`config.mk`:
```
export PLATFORM = sky130hd
export DESIGN_NAME = word_packer
export DESIGN_NICKNAME = d
export VERILOG_FILES = /design/src/rtl/word_packer.sv
export SDC_FILE = /design/constraint.sdc
export NUM_CORES = 1
export LEC_CHECK = 0
export ABC_AREA = 1
export CORE_ASPECT_RATIO = 0.7
export CORE_UTILIZATION = 35
export CTS_BUF_LIST = sky130_fd_sc_hd__clkbuf_4 sky130_fd_sc_hd__clkbuf_8
export DETAILED_ROUTE_END_ITERATION = 8
export HOLD_SLACK_MARGIN = 0.08
export SKIP_LAST_GASP = 1
export SLEW_MARGIN = 5
export SYNTH_ARGS = -nofsm -noshare
export SYNTH_HDL_FRONTEND = slang
export SYNTH_SLANG_ARGS = --single-unit
export TNS_END_PERCENT = 100
```
`constraint.sdc`:
```
create_clock -name clk -period 3.1 [get_ports clk]
set_input_delay 0.62 -clock clk [delete_from_list [all_inputs] [get_ports clk]]
set_output_delay 0.62 -clock clk [all_outputs]
set_load 0.1 [all_outputs]
```
`src/rtl/word_packer.sv`:
```
// Packs DATA_W-bit elements into LANES-wide words, first element in the MSB lane.
// Define WORD_PACKER_LAST_EN to let in_last close a word early.
module word_packer #(
  parameter int DATA_W = 8,
  parameter int LANES  = 4,
  localparam int OUT_W = DATA_W * LANES,
  localparam int CNT_W = $clog2(LANES + 1)
) (
  input  logic              clk,
  input  logic              rst,
  input  logic              clr,
  input  logic [DATA_W-1:0] in_data,
  input  logic              in_valid,
  input  logic              in_last,
  output logic              in_ready,
  output logic [OUT_W-1:0]  out_data,
  output logic              out_valid,
  output logic [CNT_W-1:0]  out_count,
  output logic              out_last,
  input  logic              out_ready
);

  // Handshake: a transfer happens on a rising edge where valid && ready;
  // valid-side signals stay stable until that edge.

  logic [CNT_W-1:0] cnt_q, cnt_d;
  logic [OUT_W-1:0] acc_q, acc_d;
  logic [OUT_W-1:0] out_data_q, out_data_d;
  logic [CNT_W-1:0] out_count_q, out_count_d;
  logic             out_last_q, out_last_d;
  logic             out_valid_q, out_valid_d;

  logic             in_acc;
  logic             out_acc;
  logic             last_eff;
  logic             complete;
  logic [OUT_W-1:0] lane_val;
  logic [OUT_W-1:0] merged;

`ifdef WORD_PACKER_LAST_EN
  assign last_eff = in_last;
`else
  // Early closure is compiled out; in_last has no effect in this build.
  assign last_eff = in_last & 1'b0;
`endif

  assign in_ready = !clr && (!out_valid_q || out_ready);
  assign in_acc   = in_valid && in_ready;
  assign out_acc  = out_valid_q && out_ready;
  assign complete = in_acc && ((cnt_q == CNT_W'(LANES - 1)) || last_eff);

  // Lane cnt counted from the MSB; lower lanes stay zero.
  assign lane_val = {in_data, {(OUT_W - DATA_W){1'b0}}} >> (DATA_W * cnt_q);
  assign merged   = acc_q | lane_val;

  always_comb begin
    cnt_d       = cnt_q;
    acc_d       = acc_q;
    out_data_d  = out_data_q;
    out_count_d = out_count_q;
    out_last_d  = out_last_q;
    out_valid_d = out_valid_q;
    if (clr) begin
      cnt_d       = '0;
      acc_d       = '0;
      out_data_d  = '0;
      out_count_d = '0;
      out_last_d  = 1'b0;
      out_valid_d = 1'b0;
    end else begin
      if (out_acc) begin
        out_valid_d = 1'b0;
      end
      if (in_acc) begin
        if (complete) begin
          out_data_d  = merged;
          out_count_d = cnt_q + CNT_W'(1);
          out_last_d  = last_eff;
          out_valid_d = 1'b1;
          cnt_d       = '0;
          acc_d       = '0;
        end else begin
          acc_d = merged;
          cnt_d = cnt_q + CNT_W'(1);
        end
      end
    end
  end

  always_ff @(posedge clk or posedge rst) begin
    if (rst) begin
      cnt_q       <= '0;
      acc_q       <= '0;
      out_data_q  <= '0;
      out_count_q <= '0;
      out_last_q  <= 1'b0;
      out_valid_q <= 1'b0;
    end else begin
      cnt_q       <= cnt_d;
      acc_q       <= acc_d;
      out_data_q  <= out_data_d;
      out_count_q <= out_count_d;
      out_last_q  <= out_last_d;
      out_valid_q <= out_valid_d;
    end
  end

  assign out_data  = out_data_q;
  assign out_count = out_count_q;
  assign out_last  = out_last_q;
  assign out_valid = out_valid_q;

endmodule

```
* Word-level counts from Yosys, hierarchy flattened
Index checks and enable logic that the tools add are counted.
Widths: inputs -> output; s select.
** Storage, ports and cells
- Output and inout bits :: 38
- Word-level logic and storage cells :: 39
- Bits in read-only memories :: 0
- Memories kept :: 0
- Flip-flop bits (word level) :: 72
- Latch bits :: 0
- Memory bits (writable) :: 0
** Operators by class
- Add/sub/neg operators :: 1
- Equal/unequal tests :: 1
- Muxes and demuxes :: 19
- Multipliers :: 0
- Reduce and logical (&&, ||, !) cells :: 10
- $lt $le $gt $ge :: 0
- Bitwise gates (word level) :: 1
- Shifts and indexed selects :: 1
- Div/mod/pow operators :: 0
** Operator list (count)
- $mux 32 :: 6
- $or 32x32->32 :: 1
- $shr 32x6->32 :: 1
- $mux 3 :: 6
- $mux 1 :: 7
- $logic_and 1x1->1 :: 4
- $reduce_bool 2->1 :: 2
- $add 3x1->3 const B :: 1
- $eq 3x2->1 const B :: 1
- $logic_not 1->1 :: 2
- $reduce_and 2->1 :: 1
- $logic_or 1x1->1 :: 1

* Depth between registers and ports, before layout
- Depth after elaboration :: 8
- Gate-level depth with buffers :: 8
- Depth with buffers taken out :: 7

* Worst setup path after synthesis
No wires, ideal clock.
- Path kind :: reg-to-output
- Start :: register out_valid_q, in the netlist out_valid
- End :: output port in_ready
- Cell stages (with the launch flop) :: 4
- Data required time :: 2.480 ns
- Arrival time :: 1.718 ns
- Path buffers :: 0
- Setup slack :: 0.762 ns
- Cell sequence :: dfrtp_1 > nand2_1 > nand2_1 > inv_1
** Between the ends
- Cells in the longest elaborated chain, start to end :: 3
** RTL lines
- start, declared :: line 31 : logic out_valid_q, out_valid_d;
- start signal, assigned :: line 104 : out_valid_q <= out_valid_d;
- $logic_not 1->1 :: line 47 : assign in_ready = !clr && (!out_valid_q || out_ready);
- $logic_or 1x1->1 :: line 47
- $logic_and 1x1->1 :: line 47
- end, declared :: line 15 : output logic in_ready,
No other way between the ends.

* Worst setup path after layout
- Start :: input port out_ready
- End :: output port in_ready
** Between the ends
- Cells in the longest elaborated chain, start to end :: 2
** RTL lines
- start, declared :: line 20 : input logic out_ready
- $logic_or 1x1->1 :: line 47
- $logic_and 1x1->1 :: line 47
No other way between the ends.

==> run_results.csv <==
group,metric,value,unit
placement,dp_hpwl,5200,um
clock_tree,cts_resized,0,
clock_tree,clk_pin_slew,70,ps
sta,worst_slack,857,ps
synthesis,muxShareOfSynthArea,0,
run_status,status,"completed",
clock_tree,cts-root-buf,"clkbuf_8",
sta,tns,0,ps
floorplanning,die_h,85.2,um
sta,fmax,446,MHz
floorplanning,die_area,10300,sq um
route,drt_pass1_iterations,4,
finish,drive_gt1_frac,0.212,
sta,worst_slew_pin_slew,615,ps
clock_tree,clock_latency,340,ps
route,vias_per_cell,4.56,
synthesis,ys_warn_count,0,
synthesis,syn_inst,421,
sta,setup_viol,0,
synthesis,synthAdderAreaFrac,0.00723,
synthesis,netlist_area,3460,sq um
clock_tree,cts_tree,"yes",
power_and_ir_drop,total_leakage_power,2.10,nW
hold_path,hp-class,"reg2reg",
setup_path,path_class,"in2out",
power_and_ir_drop,share_comb_of_total_power,0.158,
synthesis,synth_compound_area_frac,0.134,
power_and_ir_drop,swShare,0.295,
route,drt_wl_total,7660,um
synthesis,ys_seq_elements,71,
power_and_ir_drop,pwr-share-seq,0.482,
power_and_ir_drop,ir_worst_vdd,236,uV
setup_path,cp-end-kind,"output pin",
route,vias,2694,
clock_tree,cts_made_buffers,9,
sta,fin_crit_sh,0.724,
power_and_ir_drop,p_total,2.09,mW
power_and_ir_drop,p_sw,0.615,mW
synthesis,synth-simple-area-share,0.238,
power_and_ir_drop,pwr-share-clk,0.360,
synthesis,syn-num-nets,437,
synthesis,yosysUniqueCellTypes,21,
floorplanning,initial_core_util,0.371,
route,first_iter_violations,161,
finish,areaGrowthSynthToFinish,19.3,%
floorplanning,rows,29,
floorplanning,core_area,9330,sq um
setup_path,worst-path-buf-inv,4,
placement,place_worst_setup_slack,812,ps
global_route,grt_pass1_vias,2653,
placement,gp_congestion,0.746,
sta,slew_headroom,0.590,
power_and_ir_drop,p_int,1.47,mW
sta,period_needed,2240,ps
setup_path,crit_chain,"clkdlybuf4s50_1 -> inv_1 -> nand2_1 -> nand2_1 -> inv_1 -> buf_12",
synthesis,syn_avg_cell_area,8.22,sq um
clock_tree,cts-htree-levels,3,
setup_path,critPathMaxFanout,4,
setup_path,critical_path_required,2480,ps
clock_tree,clk_path_buf_depth,2,
synthesis,yosysSeqAreaShare,0.513,
global_route,grtUsageTotal,0.165,
setup_path,max_stage_delay,450,ps
setup_path,rrSetupSlack,910,ps
sta,slew_viol_final,0,
clock_tree,post_cts_buffers,0,
global_route,grt_max_degree,72,
global_route,overflow,0,
global_route,antenna_found_initial,0,
setup_path,cp_slowest_cell,"clkdlybuf4s50_1",
synthesis,synth_xor_area_frac,0,
setup_path,cpLargestDelayFamily,"buffers and inverters",
sta,finalHoldViolations,0,
finish,antenna_cells,0,
power_and_ir_drop,power_density,505,nW/um^2
setup_path,start_kind,"input pin",
clock_tree,clock-sinks,71,
synthesis,synth_top_family_by_area,"simple AND/OR/NAND/NOR gates",
global_route,grt_pass1_wl,13200,um
setup_path,cp.arrival,1620,ps
placement,portBuffers,49,
route,routedWlPerCell,13.0,um
floorplanning,die_w,121,um
route,antenna_left,0,
run,cap_viol_max_count,0,
route,drc,0,
finish,final_nets,478,
sta,clock_skew,6.43,ps
floorplanning,ios,52,
clock_tree,cts_hold_buffers,0,
sta,rsz0062_at_grt,"no",
## cell type report
class	instances	area, sq um
Sequential cell	71	1780
Clock buffer	11	145
Inverter	57	214
Multi-Input combinational cell	268	1310
Clock inverter	5	57.6
Tap cell	124	155
Fill cell	916	5190
Timing Repair Buffer	55	468
## metal layers
layer | up-vias | GRT usage | share of wire | routed length, um
li1 | 1389 | - | - | -
met1 | 1235 | 0.237 | 0.51 | 3920
met2 | 62 | 0.245 | 0.44 | 3340
met3 | 8 | 0.0450 | 0.044 | 339
met4 | 0 | 0.0460 | 0.0082 | 63
met5 | - | 0 | 0 | 0
## worst min-delay path: stages, from the launching register on
cell	delay, ps
dfrtp_1	340
nand2_1	60
o21ai_2	50
## per-stage QoR
| stage | instances | util | cell area (sq um) | hold WS (ps) |
|---|---|---|---|---|
| final | 591 | 0.443 | 4130 | 482 |
| after global routing | 591 | 0.443 | 4130 | 498 |
| after CTS | 591 | 0.443 | 4130 | 487 |
| after detailed placement | 575 | 0.421 | 3930 | 468 |
| after global placement | 575 | 0.421 | 3930 | 464 |
| after floorplan | 421 | - | 3460 | 453 |
## cells in the final DEF (no fill, tap or decap)
master | synthesis | routed
ha_1 | 2 | 2
nor2_1 | 9 | 9
clkbuf_8 | 0 | 10
clkinv_2 | 0 | 1
conb_1 | 1 | 1
nand3_1 | 37 | 37
buf_12 | 0 | 2
inv_1 | 54 | 53
nand2_2 | 2 | 2
nor2_4 | 2 | 2
buf_4 | 1 | 41
clkdlybuf4s50_1 | 0 | 12
o21ai_0 | 7 | 7
nand4_4 | 1 | 1
o21ai_1 | 32 | 32
clkinvlp_4 | 0 | 3
inv_2 | 3 | 4
nand3_2 | 1 | 1
dfrtp_1 | 71 | 71
clkbuf_4 | 0 | 1
o21ai_2 | 30 | 30
bufinv_16 | 0 | 1
nand2_1 | 143 | 143
a21oi_1 | 1 | 1
## registers in the layout, summed over array words and instances (netlist names)
name,count
acc_q,32
cnt_q,3
out_count,3
out_data,32
out_valid,1
## kinds of logic after synthesis
logic type / count (synthesis)
adder cells (fa/ha/maj): 2
AND/OR/NAND/NOR: 195
buffers and inverters: 82
other: 1
AO/OA/AOI/OAI: 70
flip-flops: 71
## synthesized netlist by cell type
library cell	n	area, sq um
nand4_4	1	21.3
o21ai_1	32	160
nor2_1	9	33.8
buf_2	11	55.1
nand3_1	37	185
ha_1	2	25.0
nand2_1	143	537
o21ai_0	7	35.0
buf_6	6	67.6
buf_4	1	7.51
nor2_4	2	22.5
o21ai_2	30	263
clkbuf_1	2	7.51
dfrtp_1	71	1780
a21oi_1	1	5.00
inv_2	3	11.3
conb_1	1	3.75
nand3_2	1	10.0
nand2_2	2	12.5
inv_1	54	203
buf_1	5	18.8
## path summary, 6_finish.rpt
path                            from        end  cells past startpoint
min in group asynchronous        rst  acc_q[19]                      3
max in group asynchronous        rst  acc_q[20]                      3
min                        acc_q[28]  acc_q[28]                      2
max                        out_ready   in_ready                      6
max reg2reg                 cnt_q[0]  acc_q[29]                      6
min reg2reg                acc_q[28]  acc_q[28]                      2
## power groups by stage
| stage | registers [mW] | logic [mW] | clock network, mW |
|---|---|---|---|
| 6_report | 1.01 | 0.329 | 0.751 |
| 5_1_grt | 1.01 | 0.373 | 0.809 |
| 4_1_cts | 1.01 | 0.333 | 0.768 |
| 3_5_place_dp | 1.02 | 0.332 | 0 |
| 3_3_place_gp | 1.02 | 0.328 | 0 |
| 2_1_floorplan | 1.03 | 0.250 | 0 |
No activity file was read; power rests on OpenSTA's default activity.
